--- src/rtl/ahb_decoder_mux_pkg.sv ---
// rtl/ahb_decoder_mux_pkg.sv - shared AHB-Lite types and constants for the decoder/mux
package ahb_decoder_mux_pkg;

    typedef enum logic [1:0] {
        HTRANS_IDLE   = 2'd0,
        HTRANS_BUSY   = 2'd1,
        HTRANS_NONSEQ = 2'd2,
        HTRANS_SEQ    = 2'd3
    } htrans_t;

    localparam logic HRESP_OKAY  = 1'b0;
    localparam logic HRESP_ERROR = 1'b1;

    typedef enum logic [1:0] {
        ERR_IDLE = 2'd0,
        ERR_ERR1 = 2'd1,
        ERR_ERR2 = 2'd2
    } ahb_err_state_t;

    // NONSEQ and SEQ are the only transfer types that need a data phase
    function automatic logic is_active(input logic [1:0] htrans);
        return htrans[1];
    endfunction

endpackage

--- src/rtl/ahb_decoder_mux_if.sv ---
// rtl/ahb_decoder_mux_if.sv - manager and satellite bus signals of the AHB-Lite decoder/mux
interface ahb_decoder_mux_if #(
    parameter int NSLV = 4
);
    logic [31:0]        m_haddr;
    logic [1:0]         m_htrans;
    logic               m_hwrite;
    logic [2:0]         m_hsize;
    logic [31:0]        m_hwdata;
    logic [31:0]        m_hrdata;
    logic               m_hready;
    logic               m_hresp;
    logic [NSLV-1:0]    s_hsel;
    logic               s_hready;
    logic [NSLV-1:0]    s_hreadyout;
    logic [NSLV-1:0]    s_hresp;
    logic [NSLV*32-1:0] s_hrdata;

    modport slave (
        input  m_haddr, m_htrans, m_hwrite, m_hsize, m_hwdata,
        input  s_hreadyout, s_hresp, s_hrdata,
        output m_hrdata, m_hready, m_hresp, s_hsel, s_hready
    );

    modport master (
        output m_haddr, m_htrans, m_hwrite, m_hsize, m_hwdata,
        output s_hreadyout, s_hresp, s_hrdata,
        input  m_hrdata, m_hready, m_hresp, s_hsel, s_hready
    );
endinterface

--- src/rtl/ahb_decoder_mux_default_subordinate.sv ---
// rtl/ahb_decoder_mux_default_subordinate.sv - two-cycle ERROR responder with decode-error diagnostics
module ahb_default_subordinate
    import ahb_decoder_mux_pkg::*;
(
    input  logic        clk,
    input  logic        nrst,
    input  logic        hready,
    input  logic        miss,
    input  logic [31:0] haddr,
    output logic        def_hready,
    output logic        def_hresp,
    output logic [7:0]  err_count,
    output logic [31:0] err_addr
);
    ahb_err_state_t state, next_state;
    logic           load;

    always_ff @(posedge clk or negedge nrst) begin
        if (!nrst) begin
            state <= ERR_IDLE;
        end else begin
            state <= next_state;
        end
    end

    always_comb begin
        next_state = state;
        load       = 1'b0;
        case (state)
            ERR_IDLE: begin
                if (hready && miss) begin
                    next_state = ERR_ERR1;
                    load       = 1'b1;
                end
            end
            ERR_ERR1: next_state = ERR_ERR2;
            ERR_ERR2: begin
                if (miss) begin
                    next_state = ERR_ERR1;
                    load       = 1'b1;
                end else begin
                    next_state = ERR_IDLE;
                end
            end
            default: next_state = ERR_IDLE;
        endcase
    end

    // Outputs depend on state only, so hready never loops back through this block
    assign def_hready = (state != ERR_ERR1);
    assign def_hresp  = (state == ERR_IDLE) ? HRESP_OKAY : HRESP_ERROR;

    always_ff @(posedge clk or negedge nrst) begin
        if (!nrst) begin
            err_count <= 8'h00;
            err_addr  <= 32'h0;
        end else if (load) begin
            if (err_count != 8'hFF) begin
                err_count <= err_count + 8'h01;
            end
            err_addr <= haddr;
        end
    end
endmodule

--- src/rtl/ahb_decoder_mux.sv ---
// rtl/ahb_decoder_mux.sv - single-manager AHB-Lite address decoder and response multiplexer
module ahb_decoder_mux
    import ahb_decoder_mux_pkg::*;
#(
    parameter int                 NSLV     = 4,
    parameter logic [NSLV*32-1:0] SLV_BASE = {32'h2003_0000, 32'h2002_0000, 32'h2001_0000, 32'h2000_0000},
    parameter logic [NSLV*32-1:0] SLV_MASK = {4{32'hFFFF_0000}}
) (
    input  logic               clk,
    input  logic               nrst,
    ahb_decoder_mux_if.slave   bus,
    output logic [7:0]         err_count,
    output logic [31:0]        err_addr
);
    logic [NSLV-1:0] hit;
    logic [NSLV-1:0] hsel;
    logic            miss;
    logic [NSLV:0]   dsel;
    logic            hready;
    logic            hresp;
    logic [31:0]     hrdata;
    logic            def_hready;
    logic            def_hresp;
    logic            unused_fanout;

    assign unused_fanout = ^{bus.m_hwrite, bus.m_hsize, bus.m_hwdata};

    always_comb begin
        hit = '0;
        for (int i = 0; i < NSLV; i++) begin
            hit[i] = (bus.m_haddr & SLV_MASK[32*i +: 32]) == SLV_BASE[32*i +: 32];
        end
    end

    // Scan downwards so the lowest-index window wins when windows overlap
    always_comb begin
        hsel = '0;
        for (int i = NSLV - 1; i >= 0; i--) begin
            if (hit[i]) begin
                hsel    = '0;
                hsel[i] = 1'b1;
            end
        end
    end

    assign miss = ~|hit & is_active(bus.m_htrans);

    always_ff @(posedge clk or negedge nrst) begin
        if (!nrst) begin
            dsel <= '0;
        end else if (hready) begin
            dsel <= is_active(bus.m_htrans) ? {miss, hsel} : '0;
        end
    end

    always_comb begin
        hrdata = 32'h0;
        hready = 1'b1;
        hresp  = HRESP_OKAY;
        if (dsel[NSLV]) begin
            hready = def_hready;
            hresp  = def_hresp;
        end else begin
            for (int i = 0; i < NSLV; i++) begin
                if (dsel[i]) begin
                    hrdata = bus.s_hrdata[32*i +: 32];
                    hready = bus.s_hreadyout[i];
                    hresp  = bus.s_hresp[i];
                end
            end
        end
    end

    assign bus.s_hsel   = hsel;
    assign bus.s_hready = hready;
    assign bus.m_hready = hready;
    assign bus.m_hresp  = hresp;
    assign bus.m_hrdata = hrdata;

    ahb_default_subordinate u_default_sub (
        .clk        (clk),
        .nrst       (nrst),
        .hready     (hready),
        .miss       (miss),
        .haddr      (bus.m_haddr),
        .def_hready (def_hready),
        .def_hresp  (def_hresp),
        .err_count  (err_count),
        .err_addr   (err_addr)
    );
endmodule
--- src/flat_wrapper.sv ---
// flat-port wrapper written by rule: the top's interface ports become plain ports
module ahb_decoder_mux_flat import ahb_decoder_mux_pkg::*;
#(
    parameter int                 NSLV     = 4,
    parameter logic [NSLV*32-1:0] SLV_BASE = {32'h2003_0000, 32'h2002_0000, 32'h2001_0000, 32'h2000_0000},
    parameter logic [NSLV*32-1:0] SLV_MASK = {4{32'hFFFF_0000}}
)
  (clk, nrst, err_count, err_addr, bus_m_haddr, bus_m_htrans, bus_m_hwrite, bus_m_hsize, bus_m_hwdata, bus_s_hreadyout, bus_s_hresp, bus_s_hrdata, bus_m_hrdata, bus_m_hready, bus_m_hresp, bus_s_hsel, bus_s_hready);
  ahb_decoder_mux_if #(.NSLV(NSLV)) bus_i ();
  input  logic clk;
  input  logic nrst;
  output logic [7:0] err_count;
  output logic [31:0] err_addr;
  input wire logic [$bits(bus_i.m_haddr)-1:0] bus_m_haddr;
  input wire logic [$bits(bus_i.m_htrans)-1:0] bus_m_htrans;
  input wire logic [$bits(bus_i.m_hwrite)-1:0] bus_m_hwrite;
  input wire logic [$bits(bus_i.m_hsize)-1:0] bus_m_hsize;
  input wire logic [$bits(bus_i.m_hwdata)-1:0] bus_m_hwdata;
  input wire logic [$bits(bus_i.s_hreadyout)-1:0] bus_s_hreadyout;
  input wire logic [$bits(bus_i.s_hresp)-1:0] bus_s_hresp;
  input wire logic [$bits(bus_i.s_hrdata)-1:0] bus_s_hrdata;
  output wire logic [$bits(bus_i.m_hrdata)-1:0] bus_m_hrdata;
  output wire logic [$bits(bus_i.m_hready)-1:0] bus_m_hready;
  output wire logic [$bits(bus_i.m_hresp)-1:0] bus_m_hresp;
  output wire logic [$bits(bus_i.s_hsel)-1:0] bus_s_hsel;
  output wire logic [$bits(bus_i.s_hready)-1:0] bus_s_hready;
  assign bus_i.m_haddr = bus_m_haddr;
  assign bus_i.m_htrans = bus_m_htrans;
  assign bus_i.m_hwrite = bus_m_hwrite;
  assign bus_i.m_hsize = bus_m_hsize;
  assign bus_i.m_hwdata = bus_m_hwdata;
  assign bus_i.s_hreadyout = bus_s_hreadyout;
  assign bus_i.s_hresp = bus_s_hresp;
  assign bus_i.s_hrdata = bus_s_hrdata;
  assign bus_m_hrdata = bus_i.m_hrdata;
  assign bus_m_hready = bus_i.m_hready;
  assign bus_m_hresp = bus_i.m_hresp;
  assign bus_s_hsel = bus_i.s_hsel;
  assign bus_s_hready = bus_i.s_hready;
  ahb_decoder_mux #(.NSLV(NSLV), .SLV_BASE(SLV_BASE), .SLV_MASK(SLV_MASK)) u_core (.clk(clk), .nrst(nrst), .bus(bus_i), .err_count(err_count), .err_addr(err_addr));
endmodule
--- config.mk ---
export PLATFORM = sky130hd
export DESIGN_NAME = ahb_decoder_mux_flat
export DESIGN_NICKNAME = d
export VERILOG_FILES = /design/src/rtl/ahb_decoder_mux_pkg.sv /design/src/rtl/ahb_decoder_mux_if.sv /design/src/rtl/ahb_decoder_mux_default_subordinate.sv /design/src/rtl/ahb_decoder_mux.sv /design/src/flat_wrapper.sv
export SDC_FILE = /design/constraint.sdc
export NUM_CORES = 1
export LEC_CHECK = 0
export BUFFER_PORTS_ARGS = -buffer_cell sky130_fd_sc_hd__clkbuf_2
export CORE_AREA = 2 2 112 114
export DETAILED_ROUTE_END_ITERATION = 10
export DIE_AREA = 0 0 114 116
export PLACE_DENSITY_LB_ADDON = 0.12
export SLEW_MARGIN = 40
export SYNTH_ARGS = -nofsm -noshare
export SYNTH_HDL_FRONTEND = slang
export SYNTH_HIERARCHICAL = 1
export SYNTH_SLANG_ARGS = --single-unit
export TNS_END_PERCENT = 50
--- constraint.sdc ---
create_clock -name clk -period 2.35 [get_ports clk]
set_input_delay 0.5875 -clock clk [delete_from_list [all_inputs] [get_ports clk]]
set_output_delay 0.5875 -clock clk [all_outputs]
set_load 0.005 [all_outputs]
==> results of run 1 <==
## critical path, delay by kind of cell (launching register included)
| kind | cells | cell delay [ns] |
|---|---|---|
| flip-flops | 1 | 0.47 |
| buffers and inverters | 3 | 0.40 |
| AO/OA/AOI/OAI | 3 | 0.40 |
| AND/OR/NAND/NOR | 1 | 0.18 |
## what timing repair did
item | in CTS | in global routing
gates cloned | 1 | 1
gates resized for setup | 6 | 33
setup endpoints to repair | 15 | 34
pin swaps | 3 | 5
buffers inserted | 7 | 6
## registers in the layout (all words and copies together) (netlist names)
register	cells
u_core/u_default_sub/err_addr	32
u_core/u_default_sub/err_count	8
u_core/u_default_sub/state	2
u_core/dsel	5
## final timing paths
path,depth (start not counted),to
setup / recovery,7,bus_m_hrdata[9]
hold / removal,2,u_core/u_default_sub/err_count[6]
setup reg to reg,9,u_core/u_default_sub/err_count[6]
hold reg to reg,1,u_core/u_default_sub/err_addr[30]
max in group asynchronous,2,u_core/dsel[2]
min in group clk,1,u_core/u_default_sub/err_addr[30]
## layer usage
layer  up-vias  global-route usage, %
li1       1663                      -
met1      1571                   17.6
met2       168                   29.2
met3        11                   4.92
met4         0                   3.66
met5         -                      0
## power breakdown
part,switching (mW),leakage (nW),total [mW],internal [mW]
clock,0.306,0.0675,0.705,0.399
sequential,0.173,0.565,1.22,1.04
combinational,0.369,1.82,0.889,0.519
total,0.848,2.45,2.81,1.96
## through the flow
stage	TNS [ns]	power, mW	cells	instance area, um2	utilization (%)
after global routing	-0.647	3.00	715	4870	40.9
after floorplan	0	1.60	307	3030	-
after global placement	-0.365	2.11	692	4510	37.9
after detailed placement	-1.31	2.13	692	4510	37.9
final	0	2.81	715	4870	40.9
after CTS	-0.0141	2.86	708	4770	40.0
## cell usage in the layout, fill, tap and decap left out, drive strengths merged
cell,count
clkbuf,252
dfrtp,47
nand2,38
mux2,38
buf,35
a22oi,32
a22o,31
o21ai,31
nor3,12
inv,9
xor2,6
nor2,4
nor4,4
a21oi,4
nor2b,4
nand3b,2
nand2b,2
nand4,2
o31ai,2
nor3b,2
nand3,2
clkinvlp,1
nor4b,1
a221oi,1
a2111oi,1
a221o,1
a41oi,1
or2,1
o211ai,1
ha,1
## logic make-up after synthesis
logic type	synth area share, %
fa+ha+maj	0.413
compound gates	25.7
mux	14.6
simple gates	13.0
flops	38.8
xor+xnor	1.73
buf+inv	5.74
## layout make-up
type	count	area, um2	area share, %
multi-input cells	224	1720	35.3
repair buffers	281	1620	33.2
flip-flops and latches	47	1180	24.2
well taps	147	184	3.78
clock buffers	6	129	2.65
inverters	8	30.0	0.616
clock inverters	2	16.3	0.334
==> flow_summary.yaml, run 1 <==
sta:
  maxSlewHeadroom_pct: 59.6
  finalWorstPathRequiredPeriod_ns: 2.32
  setup_violations: 0
  timing.clock.skew_ns: 0.00449
  maxSlewViolCount: 0
  hold_viol: 0
  holdWs_ns: 0.389
  setup_slack_ns: 0.0265
  setup_repair_after_global_routing_missed_its_margin: "yes"
  max_slew.worst_pin.slew_ns: 0.605
  final_period_utilization_pct: 98.9
  achievable-frequency_mhz: 430
yosys:
  synth_commonest_cells: "dfrtp_1, nand2_1, mux2_2"
  synth_seq_cells: 47
  synth_most_common_cell: "dfrtp_1"
  post_synth.cell_area_avg_um2: 9.88
  yosys_most_used_dff: "dfrtp_1"
  synth_top_cells_by_area: "dfrtp_1, mux2_2, a22o_1"
  post_synth_design_cell_area_um2: 3030
  ys.warnings.count: 6
  yosys.cell_types.count: 40
  post_synth_arst_share_pct: 100
  synth-edff-count: 0
  synth.largest_area_cell: "dfrtp_1"
  synth.yosys.seq_area_share_pct: 38.8
  synth_top_cell_area_share_pct: 38.8
  syn_nets: 516
  netlist_instances: 307
clock_network:
  cts_hold_repair.buffers: 0
  cts_tree: "yes"
  htreeDepth: 2
  clock_sinks: 47
  max-clock-path-buffers: 2
  clk_latency_ns: 0.29
  cts_root_buf: "clkbuf_16"
  worst_setup_hold_path_clk_slew_ns: 0.07
  clock_buffers_created_by_tritoncts: 5
place:
  globalplace.congestion: 0.763
  pre_cts_ws_ns: -0.0614
  port_buf_inserts: 249
  detailed_place_hpwl_mm: 8.86
routing:
  route.vias.total: 3413
  route.detailed.vias_per_inst: 4.77
  dr_wl_met3_mm: 1.09
  detail_route.drc_violations: 0
  detail_route.first_pass.iterations: 4
  met1Wirelength_mm: 4.43
  wl_met2_mm: 5.70
  detail-route-antenna-nets: 0
  post_drt_wl_per_cell_um: 15.9
  wirelength_mm: 11.4
  initialDrtViolationCount: 177
  highest-signal-layer: "met4"
die:
  core-area_um2: 11900
  floorplan.io_pins: 287
  floorplan.die.width_um: 114
  overall_die_height_um: 116
  area_of_the_die_um2: 13200
  std_cell_rows: 40
  start_util_pct: 25.5
global_routing:
  grt_pass1_vias: 3298
  tot_gr_track_use_pct: 15.7
  grt_first_pass_wirelength_mm: 16.4
  maximum_number_of_pins_on_one_net_before_global_route_repair: 48
  grt_overflow_total: 0
  antenna_violations_before_repair: 0
critical_path:
  worst_setup_path_startpoint: "u_core/dsel[1]"
  critPathRequiredTime_ns: 1.76
  peak_per_stage_delay_on_the_critical_path_ns: 0.47
  reg2reg_from: "u_core/dsel[1]"
  worstSetupStartpointType: "flip-flop"
  timing.critical_path.fanout_max: 10
  critPathCaptureType: "output pin"
  timing.critical_path.slowest_stage_cell: "dfrtp_2"
  reg2reg_slack_ns: 0.10
  criticalPathCategory: "reg2out"
  cp_cell_sequence: "nor2b_4 > buf_12 > a22oi_1 > o21ai_1 > buf_4 > a22o_1 > clkbuf_2"
  critical_path_arrival_ns: 1.74
cells_and_area:
  area_growth_pct: 60.7
  antennaDiodeCount: 0
  nets: 776
  n_fill_cell: 1249
  drive_above_1_share_pct: 60.7
min_path:
  min-delay-path-class: "in2async"
power_and_ir_drop:
  vdd_ir_drop_max_uv: 459
  cellPowerDensity_nw_per_um2: 577
  total_leakage_power_nw: 2.45
status:
  status: "completed"
flow_run:
  drv.max_cap_violation_count: 0
(Power assumes the default switching activity.)
==> run 2: changes to the inputs <==
- SETUP_SLACK_MARGIN: default -> 0.3
- clock period: 2.35 -> 2.15 ns (I/O delays scaled with it)
==> run 2 against run 1 <==
  * The flow now finishes with violations (negative setup slack)
  * Sequential power is 9.8% higher
  * Clock skew grew 0.0049 ns
  * Worst setup slack got worse by 0.093 ns
==> flow_summary.yaml, run 2 (same netlist as run 1, synthesis figures left out) <==
status:
  status: "finished, violations left"
  failed_checks: "negative setup slack"
cells_and_area:
  layout_top_registers: "u_core/u_default_sub/err_addr x32, u_core/u_default_sub/err_count x8, u_core/dsel x5"
  antennaDiodeCount: 0
  largest-register: "u_core/u_default_sub/err_addr"
  mostFrequentLayoutCell: "clkbuf_2"
  number_of_flip_flops_under_the_largest_register_name: 32
  drive_above_1_share_pct: 64.6
  nets: 776
  finish.cell_count_without_fillers: 715
  final_area_um2: 5140
  layout.cells.most_common_list: "clkbuf_2, dfrtp_1, nand2_1, o21ai_1, a22o_1"
  area_growth_pct: 69.6
  n_fill_cell: 1212
global_routing:
  maximum_number_of_pins_on_one_net_before_global_route_repair: 42
  grt_first_pass_wirelength_mm: 16.5
  antenna_violations_before_repair: 0
  tot_gr_track_use_pct: 15.8
  grt_overflow_total: 0
  grt_pass1_vias: 3215
sta:
  setup_slack_ns: -0.0669
  achievable-frequency_mhz: 451
  setup_repair_after_global_routing_missed_its_margin: "yes"
  setup_violations: 9
  hold_viol: 0
  maxSlewHeadroom_pct: 57.6
  final_period_utilization_pct: 103
  max_slew.worst_pin.slew_ns: 0.633
  maxSlewViolCount: 0
  timing.clock.skew_ns: 0.00939
  finalWorstPathRequiredPeriod_ns: 2.22
clock_network:
  max-clock-path-buffers: 2
  clk_latency_ns: 0.29
  cts_tree: "yes"
  clock_buffers_created_by_tritoncts: 5
  worst_setup_hold_path_clk_slew_ns: 0.07
  htreeDepth: 2
  cts_root_buf: "clkbuf_16"
  clock_sinks: 47
critical_path:
  crit_top_cell: "buf_6"
  capture_point_of_the_worst_reg_to_reg_path: "u_core/u_default_sub/err_addr[25]"
  cp_cell_sequence: "buf_6 > nor2b_4 > o31ai_4 > a22oi_4 > inv_2 > buf_6 > clkbuf_2"
  worst_setup_path_startpoint: "u_core/dsel[1]"
  ff2ff_path_depth: 8
  timing.critical_path.slowest_stage_cell: "dfrtp_2"
  worst_setup_path_endpoint: "bus_s_hready"
  reg2reg_slack_ns: 0.07
  worstSetupStartpointType: "flip-flop"
  reg2reg_from: "u_core/dsel[1]"
  critPathCaptureType: "output pin"
  criticalPathCategory: "reg2out"
  peak_per_stage_delay_on_the_critical_path_ns: 0.45
  critical_path_arrival_ns: 1.68
  timing.critical_path.fanout_max: 4
  critPathRequiredTime_ns: 1.61
routing:
  dr_wl_met3_mm: 1.01
  wirelength_mm: 11.4
  highest-signal-layer: "met4"
  detail_route.first_pass.iterations: 4
  detail_route.drc_violations: 0
  met1Wirelength_mm: 4.54
  detail-route-antenna-nets: 0
  route.vias.total: 3395
  wl_met2_mm: 5.71
  post_drt_wl_per_cell_um: 15.9
  initialDrtViolationCount: 144
  route.detailed.vias_per_inst: 4.75
flow_run:
  drv.max_cap_violation_count: 0
die:
  area_of_the_die_um2: 13200
  start_util_pct: 25.5
  floorplan.die.width_um: 114
  core-area_um2: 11900
  std_cell_rows: 40
  floorplan.io_pins: 287
  overall_die_height_um: 116
place:
  globalplace.congestion: 0.761
  detailed_place_hpwl_mm: 8.95
  port_buf_inserts: 249
  place_inst: 697
  post_dp_cell_area_um2: 4540
power_and_ir_drop:
  comb_power_share_pct: 34.7
  cellPowerDensity_nw_per_um2: 640
  vdd_ir_drop_max_uv: 513
  switching_pwr_mw: 1.03
  internal_power_mw: 2.26
  total_leakage_power_nw: 2.61
  pwr-share-seq_pct: 40.6
  sw_share_pct: 31.4
  power.share.clock_pct: 24.6
min_path:
  min-delay-path-class: "in2async"
-- run 2: area by class of cell --
class	instances	area (um2)	share of cell area [%]
multi-input combinational	224	1990	38.7
inverter	8	30.0	0.584
clock buffer	5	125	2.43
tap	147	184	3.58
timing repair buffer	281	1610	31.2
sequential	47	1180	22.9
clock inverter	3	27.5	0.535
-- run 2: through the flow --
stage | utilization [%] | total power [mW] | setup WS (ns) | setup TNS, ns | hold WS (ns)
floorplan | - | 1.76 | 0.103 | 0 | 0.242
global placement | 38.2 | 2.32 | -0.124 | -3.86 | 0.489
detailed placement | 38.2 | 2.34 | -0.139 | -3.77 | 0.493
CTS | 41.5 | 3.20 | -0.0863 | -0.880 | 0.213
global route | 43.2 | 3.50 | -0.150 | -2.78 | 0.228
finish | 43.2 | 3.29 | -0.0669 | -0.305 | 0.196
-- run 2: worst min-delay path by stage --
stage,from,to,slack (ns),depth (start not counted)
after floorplan,nrst,u_core/dsel[0],0.24,0
after global placement,u_core/u_default_sub/err_addr[6],u_core/u_default_sub/err_addr[6],0.49,1
after detailed placement,u_core/u_default_sub/err_addr[1],u_core/u_default_sub/err_addr[1],0.49,1
after CTS,nrst,u_core/u_default_sub/err_addr[23],0.21,1
after global routing,nrst,u_core/u_default_sub/err_count[5],0.23,1
final,nrst,u_core/u_default_sub/err_count[5],0.20,1
-- run 2: power by group through the flow --
stage	Clock, mW	Combinational, mW	Sequential, mW
floorplan	0	0.431	1.33
CTS	0.841	1.03	1.33
finish	0.811	1.14	1.34
global route	0.877	1.25	1.38
global placement	0	0.985	1.33
detailed placement	0	0.995	1.34
-- run 2: critical path, delay by kind of cell, from the launching register on --
family / cells / cell delay, ns
flops: 1 / 0.45
simple gates: 1 / 0.12
compound gates: 2 / 0.36
buf+inv: 4 / 0.45
-- run 2: repair_timing --
action,in CTS,in global routing
hold buffers,0,0
resized for setup,56,65
hold endpoints to repair,0,0
buffers inserted,7,3
pin swaps,9,15
endpoints found under the setup margin,78,79
-- run 2: routing by layer --
metal | vias up | global-route usage, %
met4 | 0 | 3.98
met2 | 163 | 28.1
met3 | 10 | 4.08
met1 | 1562 | 19.1
met5 | - | 0
li1 | 1660 | -
